<file path="config.mk">
export PLATFORM = sky130hd
export DESIGN_NAME = freq_meter
export DESIGN_NICKNAME = d
export VERILOG_FILES = /design/src/rtl/freq_meter.sv
export SDC_FILE = /design/constraint.sdc
export NUM_CORES = 1
export LEC_CHECK = 0
export ABC_AREA = 1
export CAP_MARGIN = 10
export CORE_ASPECT_RATIO = 1.5
export CORE_MARGIN = 8
export CORE_UTILIZATION = 60
export DETAILED_ROUTE_END_ITERATION = 12
export HOLD_SLACK_MARGIN = 0.15
export PLACE_DENSITY_LB_ADDON = 0.15
export SKIP_CTS_REPAIR_TIMING = 1
export SKIP_LAST_GASP = 1
export SYNTH_ARGS = -nofsm -noshare
export SYNTH_HDL_FRONTEND = slang
export SYNTH_SLANG_ARGS = --single-unit
</file>
<file path="constraint.sdc">
create_clock -name clk -period 2.4 [get_ports clk]
set_input_delay 0.72 -clock clk [delete_from_list [all_inputs] [get_ports clk]]
set_output_delay 0.72 -clock clk [all_outputs]
set_load 0.02 [all_outputs]
</file>
<file path="src/rtl/freq_meter.sv">
// freq_meter: gated-window frequency meter.
//
// Counts rising edges of an asynchronous input over a window of GATE_CYCLES
// clk cycles. At the end of each window the result is latched into count and
// overflow, and valid pulses for one cycle. With continuous held high, windows
// run back to back with no dead cycle between them.
//
// Ports:
//   clk        system clock; all state updates on posedge
//   rst_n      asynchronous, active-low reset
//   start      single-shot request, sampled only while idle
//   continuous 1 = back-to-back windows
//   sig_in     asynchronous signal under measurement
//   count      rising edges counted in the last completed window
//   valid      one-cycle pulse when count/overflow update
//   busy       1 while a window is in progress
//   overflow   last window saturated the edge counter
module freq_meter #(
    parameter int unsigned GATE_CYCLES = 100000000,
    parameter int          CNT_W       = 32
) (
    input  logic             clk,
    input  logic             rst_n,
    input  logic             start,
    input  logic             continuous,
    input  logic             sig_in,
    output logic [CNT_W-1:0] count,
    output logic             valid,
    output logic             busy,
    output logic             overflow
);

    localparam logic [31:0]      GATE_LAST = 32'(GATE_CYCLES - 1);
    localparam logic [CNT_W-1:0] CNT_MAX   = '1;

    typedef enum logic {
        IDLE,
        GATE
    } state_t;

    // Saturating increment: the edge counter sticks at its maximum value.
    function automatic logic [CNT_W-1:0] sat_inc(input logic [CNT_W-1:0] v,
                                                 input logic             inc);
        if (inc && (v != CNT_MAX)) begin
            return v + CNT_W'(1);
        end
        return v;
    endfunction

    logic             s1_q, s2_q, s3_q;
    state_t           state_q, state_d;
    logic [31:0]      gate_cnt_q, gate_cnt_d;
    logic [CNT_W-1:0] edge_cnt_q, edge_cnt_d;
    logic             sat_q, sat_d;
    logic [CNT_W-1:0] count_q, count_d;
    logic             valid_q, valid_d;
    logic             overflow_q, overflow_d;

    logic             rise;
    logic [CNT_W-1:0] edge_nxt;
    logic             sat_hit;

    // Input stage: two-flop synchronizer then a delay flop for edge detection.
    always_ff @(posedge clk or negedge rst_n) begin
        if (!rst_n) begin
            s1_q <= 1'b0;
            s2_q <= 1'b0;
            s3_q <= 1'b0;
        end else begin
            s1_q <= sig_in;
            s2_q <= s1_q;
            s3_q <= s2_q;
        end
    end

    assign rise     = s2_q & ~s3_q;
    assign edge_nxt = sat_inc(edge_cnt_q, rise);
    assign sat_hit  = rise && (edge_cnt_q == CNT_MAX);

    // Window control and result latching.
    always_comb begin
        state_d    = state_q;
        gate_cnt_d = gate_cnt_q;
        edge_cnt_d = edge_cnt_q;
        sat_d      = sat_q;
        count_d    = count_q;
        overflow_d = overflow_q;
        valid_d    = 1'b0;

        unique case (state_q)
            IDLE: begin
                if (start || continuous) begin
                    state_d    = GATE;
                    gate_cnt_d = '0;
                    edge_cnt_d = '0;
                    sat_d      = 1'b0;
                end
            end
            GATE: begin
                if (gate_cnt_q == GATE_LAST) begin
                    // A rise on the last cycle belongs to this window; the
                    // next window starts clean so nothing is counted twice.
                    count_d    = edge_nxt;
                    overflow_d = sat_q | sat_hit;
                    valid_d    = 1'b1;
                    gate_cnt_d = '0;
                    edge_cnt_d = '0;
                    sat_d      = 1'b0;
                    if (!continuous) begin
                        state_d = IDLE;
                    end
                end else begin
                    gate_cnt_d = gate_cnt_q + 32'd1;
                    edge_cnt_d = edge_nxt;
                    sat_d      = sat_q | sat_hit;
                end
            end
            default: state_d = IDLE;
        endcase
    end

    always_ff @(posedge clk or negedge rst_n) begin
        if (!rst_n) begin
            state_q    <= IDLE;
            gate_cnt_q <= '0;
            edge_cnt_q <= '0;
            sat_q      <= 1'b0;
            count_q    <= '0;
            valid_q    <= 1'b0;
            overflow_q <= 1'b0;
        end else begin
            state_q    <= state_d;
            gate_cnt_q <= gate_cnt_d;
            edge_cnt_q <= edge_cnt_d;
            sat_q      <= sat_d;
            count_q    <= count_d;
            valid_q    <= valid_d;
            overflow_q <= overflow_d;
        end
    end

    assign count    = count_q;
    assign valid    = valid_q;
    assign overflow = overflow_q;
    assign busy     = (state_q == GATE);

endmodule

</file>
==> summary.md, run 1 <==
| Metric | Value |
|---|---|
| Layout Cells excl Fill | 1119 |
| Buffers on Ports | 39 |
| Mapped cell area | 6200 um2 |
| Post-synthesis async set-or-reset flop share | 1.00 |
| Placed cells | 1103 |
| Synth unique cells | 32 |
| Detailed Place HPWL | 13200 um |
| Setup ws final | 0.212 ns |
| Final Util | 0.712 |
| Later-pin clock latency in the skew report | 0.35 ns |
| Gpl congestion | 1.02 |
| Worst-Margin Slew | 0.690 ns |
| Status | completed |
| Unrepaired setup endpoints after global routing | no |
| Clk pin slew, worst setup/hold paths | 0.07 ns |
| Synth Net Count | 948 |
| Initial antenna violation count | 0 |
| Synth top area cells | dfrtp_1 (42%), nand2_1 (28%), nor2_1 (5.8%), nand3_1 (5.1%), inv_1 (4.6%) |
| Crit path max-delay family | buffers and inverters |
| Crit path max fanout | 7 |
| Post-route cell area | 7180 um2 |
| Die H | 140 um |
| First-pass GRT wire length | 29100 um |
| Leakage Power | 3.52 nW |
| Fillers | 867 |
| Starting Density | 0.615 |
| Placement row count | 45 |
| Synth area leader | dfrtp_1 |
| Final Hold Viols | 0 |
| Number of global-route vias before repair | 6121 |
| Via density | 5.43 |
| Main combinational cell family by area after synthesis | simple AND/OR/NAND/NOR gates |
| Synth warn | 0 |
| Post-synth top flop | dfrtp_1 |
| Fmax achieved | 457 MHz |
| Setup TNS | 0 ns |
| Vias | 6075 |
| Clock Skew | 0.00603 ns |
| Core ar. | 10100 um2 |
| Critical path buffer and inverter count | 1 |
| Number of CTS-inserted buffers | 9 |
| Delay of the slowest critical-path stage | 0.66 ns |
| Hold slack | 0.328 ns |
| Clock power frac | 0.339 |
| Complex-gate fraction of the synthesized area | 0.0359 |
| Root buffer cell | clkbuf_16 |
| Placed Area | 6880 um2 |
| Share of cells above drive strength 1 | 0.0689 |
| Most numerous cell in the Yosys netlist | nand2_1 |
| Syn Area/Cell | 6.59 um2 |
| Critical Path Slowest Stage Cell | clkdlybuf4s50_1 |
| Critical path capture point type | output port |
| Max IR drop VDD | 387 uV |
| Internal power | 2.93 mW |
| Max-cap violations | 0 |
| Adder-cell share of the synthesized area | 0.00404 |
| Final setup viols | 0 |
| Critical-path cell list | clkdlybuf4s50_1 |
| CTS tree | yes |
| Longest Clk Path Bufs | 2 |
| Chip Width | 99.0 um |
| XOR/XNOR Fraction of Synth Area | 0.0268 |
| Post-synthesis sequential area ratio | 0.416 |
| Drt first-iter violations | 281 |
| Worst slack, placed | 0.155 ns |
| Drt pass-1 iters | 4 |
| Grt total ovfl | 0 |
| Total power | 4.27 mW |
| H-tree levels | 3 |
| Final Max Tran Viols | 0 |
| Total GRT Usage | 0.264 |
| WP data arrival | 1.47 ns |
| Largest net degree at the start of global routing | 42 |
| Mux cell area share after synthesis | 0 |
| Area delta synth->final | 15.8% |
| Antenna-violating nets left | 0 |
| Wire per inst | 15.6 um |
| Switching Power | 1.34 mW |
| ANT cells | 0 |
| Clock tree sinks | 103 |
| Seq pwr share | 0.491 |
| Crit path kind | reg -> out |
| Synth Area in Simple Gates | 0.451 |
| Most common library cells after synthesis | nand2_1 (461), dfrtp_1 (103), nor2_1 (95) |
| Number of flops mapped to enable cells by yosys | 0 |
| Slew headroom | 0.539 |
| Nets | 1004 |
| Final WL | 17400 um |
| Min Tclk post-route | 2.19 ns |
| Startpoint types | register |
| Synth top area share | 0.416 |
| Mapped Cells | 941 |
| Die ar. | 13900 um2 |
| HP Class | in -> async |
| Ports | 40 |
| Combinational share of power | 0.170 |
| # DRC | 0 |
| Pwr dens | 595 nW/um2 |
| Synthesized flop and latch total | 103 |
| Fin crit share | 0.912 |
| Critical path required time | 1.68 ns |
| Switching share of power | 0.314 |
-- cell type report --
class	count	area (um2)	area share
multi-input combinational	736	3220	0.449
sequential	103	2580	0.359
timing repair buffer	68	643	0.0896
inverter	79	297	0.0413
clock buffer	11	253	0.0352
tap	117	146	0.0204
clock inverter	5	38.8	0.00540
-- path summary, 6_finish.rpt --
check	cells after the start	from	end	slack (ns)
max in group asynchronous	2	rst_n	edge_cnt_q[16]	1.50
worst max register to register	9	gate_cnt_q[0]	edge_cnt_q[6]	0.22
worst min-delay path	1	rst_n	gate_cnt_q[7]	0.33
worst max-delay path	1	busy	busy	0.21
worst min register to register	0	s1_q	s2_q	0.36
min in group clk	0	s1_q	s2_q	0.36
-- state kept, by name (all words and copies together) (netlist names) --
signal,count
count,32
edge_cnt_q,32
gate_cnt_q,32
busy,1
overflow,1
s1_q,1
s2_q,1
s3_q,1
sat_q,1
valid,1
-- kinds of logic after synthesis --
group	count (synthesis)
AOI/OAI and AO/OA	39
xor gates and xnor gates	19
adders and majority gates	2
buffers and inverters	102
DFF	103
and+or+nand+nor	676
-- power by group through the flow --
stage                     clock, mW  combinational (mW)  sequential (mW)
after floorplan                   0               0.493             2.08
after global placement            0               0.703             2.12
after detailed placement          0               0.721             2.12
after CTS                      1.47               0.727             2.09
after global routing           1.53               0.842             2.13
final                          1.45               0.726             2.10
-- cell usage in the layout, fill, tap and decap left out, types with 2 or more instances in the layout --
| cell type | instances |
|---|---|
| inv_2 | 3 |
| xnor2_1 | 6 |
| inv_1 | 76 |
| nand3b_1 | 2 |
| a21oi_4 | 2 |
| o21ai_0 | 27 |
| buf_4 | 27 |
| nor3_2 | 3 |
| nand2_4 | 2 |
| xor2_1 | 13 |
| nor2_2 | 4 |
| dfrtp_1 | 103 |
| clkbuf_16 | 9 |
| ha_1 | 2 |
| nand2_2 | 3 |
| nor2_1 | 95 |
| nor2_4 | 3 |
| inv_6 | 3 |
| nand2_1 | 461 |
| clkbuf_8 | 2 |
| nand3_1 | 63 |
| buf_12 | 3 |
| clkdlybuf4s50_1 | 38 |
| nor3_1 | 16 |
| nand4_1 | 20 |
| o22ai_1 | 6 |
-- per-layer routing --
metal | share of wire | vias to the layer above | GRT usage
met2 | 0.53 | 148 | 0.485
met3 | 0.032 | 62 | 0.0427
li1 | - | 3044 | -
met4 | 0.061 | 0 | 0.183
met5 | 0 | - | 0
met1 | 0.38 | 2821 | 0.263
-- worst register-to-register path: cells and delay by family, from the launching register on --
kind,cells,cell delay (ns)
AND/OR/NAND/NOR,6,0.60
adder cells (fa/ha/maj),1,0.23
AO/OA/AOI/OAI,1,0.56
flip-flops,1,0.42
buffers and inverters,1,0.31
Power figures use the tool's default switching activity.
==> inputs of run 2 (changes only) <==
- HOLD_SLACK_MARGIN: 0.15 -> not set
==> results of run 2 <==
Final layout, timing and power as in run 1 (identical DEF).
==> inputs of run 3 (changes only) <==
- CORE_UTILIZATION: 60 -> 50
==> run 3 against run 2 <==
Sequential cell count did not move; combinational power fell by 7.2%; first-iteration DRC count rose by 1.8%; largest power group unchanged.
==> summary.md, run 3 (synthesis gave the netlist of run 1 again) <==
| Metric | Value |
|---|---|
| Longest Clk Path Bufs | 2 |
| Chip Width | 107 um |
| Crit path max fanout | 2 |
| Placement row count | 50 |
| Clk pin slew, worst setup/hold paths | 0.07 ns |
| Number of global-route vias before repair | 5778 |
| Critical path required time | 1.68 ns |
| Commonest cells after routing, fill and taps aside | nand2_1 (461), dfrtp_1 (103), nor2_1 (95) |
| Clock Skew | 0.0120 ns |
| Most common cell after layout, fill and taps aside | nand2_1 |
| Number of CTS-inserted buffers | 9 |
| Starting Density | 0.503 |
| Nets | 992 |
| Setup TNS | 0 ns |
| Antenna-violating nets left | 0 |
| Ports | 40 |
| Die ar. | 16300 um2 |
| Area delta synth->final | 15.1% |
| Vias | 5845 |
| Status | completed |
| Wire per inst | 15.0 um |
| Layout Cells excl Fill | 1146 |
| Final setup viols | 0 |
| Die H | 152 um |
| HP Class | in -> async |
| Total GRT Usage | 0.219 |
| WL met2 | 8970 um |
| Initial antenna violation count | 0 |
| Worst-Margin Slew | 0.617 ns |
| Critical path buffer and inverter count | 1 |
| Grt total ovfl | 0 |
| Critical-path cell list | clkdlybuf4s50_1 |
| Fillers | 1212 |
| # DRC | 0 |
| Detailed Place HPWL | 12700 um |
| Final Max Tran Viols | 0 |
| M1 wire length | 6710 um |
| Gpl congestion | 0.941 |
| Max-cap violations | 0 |
| H-tree levels | 3 |
| Later-pin clock latency in the skew report | 0.35 ns |
| Max IR drop VDD | 315 uV |
| Crit path max-delay family | buffers and inverters |
| Largest net degree at the start of global routing | 61 |
| CTS tree | yes |
| Clock tree sinks | 103 |
| Leakage Power | 3.44 nW |
| Placed cells | 1130 |
| Drt first-iter violations | 286 |
| Final WL | 17200 um |
| Final Hold Viols | 0 |
| Crit path kind | reg -> out |
| Slew headroom | 0.588 |
| Pwr dens | 589 nW/um2 |
| Fmax achieved | 480 MHz |
| Via density | 5.10 |
| Drt pass-1 iters | 7 |
| Top routing layer in use | met4 |
| Root buffer cell | clkbuf_16 |
| Delay of the slowest critical-path stage | 0.62 ns |
| Critical Path Slowest Stage Cell | clkdlybuf4s50_1 |
| Min Tclk post-route | 2.08 ns |
| First-pass GRT wire length | 28500 um |
| Critical path capture point type | output port |
| Fin crit share | 0.868 |
| Unrepaired setup endpoints after global routing | no |
| Share of cells above drive strength 1 | 0.0566 |
| Core ar. | 12300 um2 |
| Met3 WL | 503 um |
| Startpoint types | register |
| Buffers on Ports | 39 |
| ANT cells | 0 |
| WP data arrival | 1.36 ns |
## run 3: cell count changes in the layout (fill, tap and decap cells not counted), moves of 2 or more
cell and delta:
inv_8 +2, clkbuf_8 -2, buf_4 -13, clkinvlp_4 +2
inv_6 -3
## run 3: layout make-up
type	count	area, um2	share of cell area
multi-input combinational	736	3220	0.451
sequential	103	2580	0.361
timing repair buffer	56	566	0.0793
inverter	79	297	0.0416
clock buffer	10	229	0.0321
tap	156	195	0.0274
clock inverter	6	53.8	0.00754
## run 3: power by group
group / internal [mW] / leakage (nW) / total (mW) / switching [mW]
Combinational: 0.250 / 1.92 / 0.674 / 0.424
Clock: 0.721 / 0.129 / 1.42 / 0.698
Sequential: 1.89 / 1.39 / 2.11 / 0.215
Total: 2.86 / 3.44 / 4.20 / 1.34
## run 3: path summary, 6_finish.rpt
path / startpoint / endpoint / slack (ns) / depth (start not counted)
max in group asynchronous: rst_n / edge_cnt_q[13] / 1.73 / 2
max reg2reg: edge_cnt_q[15] / count[15] / 0.42 / 10
min: rst_n / count[10] / 0.35 / 2
max: count[0] / count[0] / 0.32 / 1
min in group clk: s1_q / s2_q / 0.37 / 0
min reg2reg: s1_q / s2_q / 0.37 / 0
## run 3: stage by stage
step | utilization | power [mW] | cell area (um2) | setup WS, ns | hold slack, ns
after CTS | 0.579 | 4.24 | 7130 | 0.304 | 0.357
after floorplan | - | 2.57 | 6200 | 0.624 | 0.331
final | 0.579 | 4.20 | 7130 | 0.317 | 0.350
after global placement | 0.556 | 2.81 | 6850 | 0.456 | 0.335
after global routing | 0.579 | 4.45 | 7130 | 0.240 | 0.364
after detailed placement | 0.556 | 2.82 | 6850 | 0.415 | 0.354
## run 3: routing by layer
| layer | vias to the layer above | GRT usage |
|---|---|---|
| li1 | 3020 | - |
| met1 | 2648 | 0.230 |
| met2 | 125 | 0.397 |
| met3 | 52 | 0.0284 |
| met4 | 0 | 0.138 |
| met5 | - | 0 |
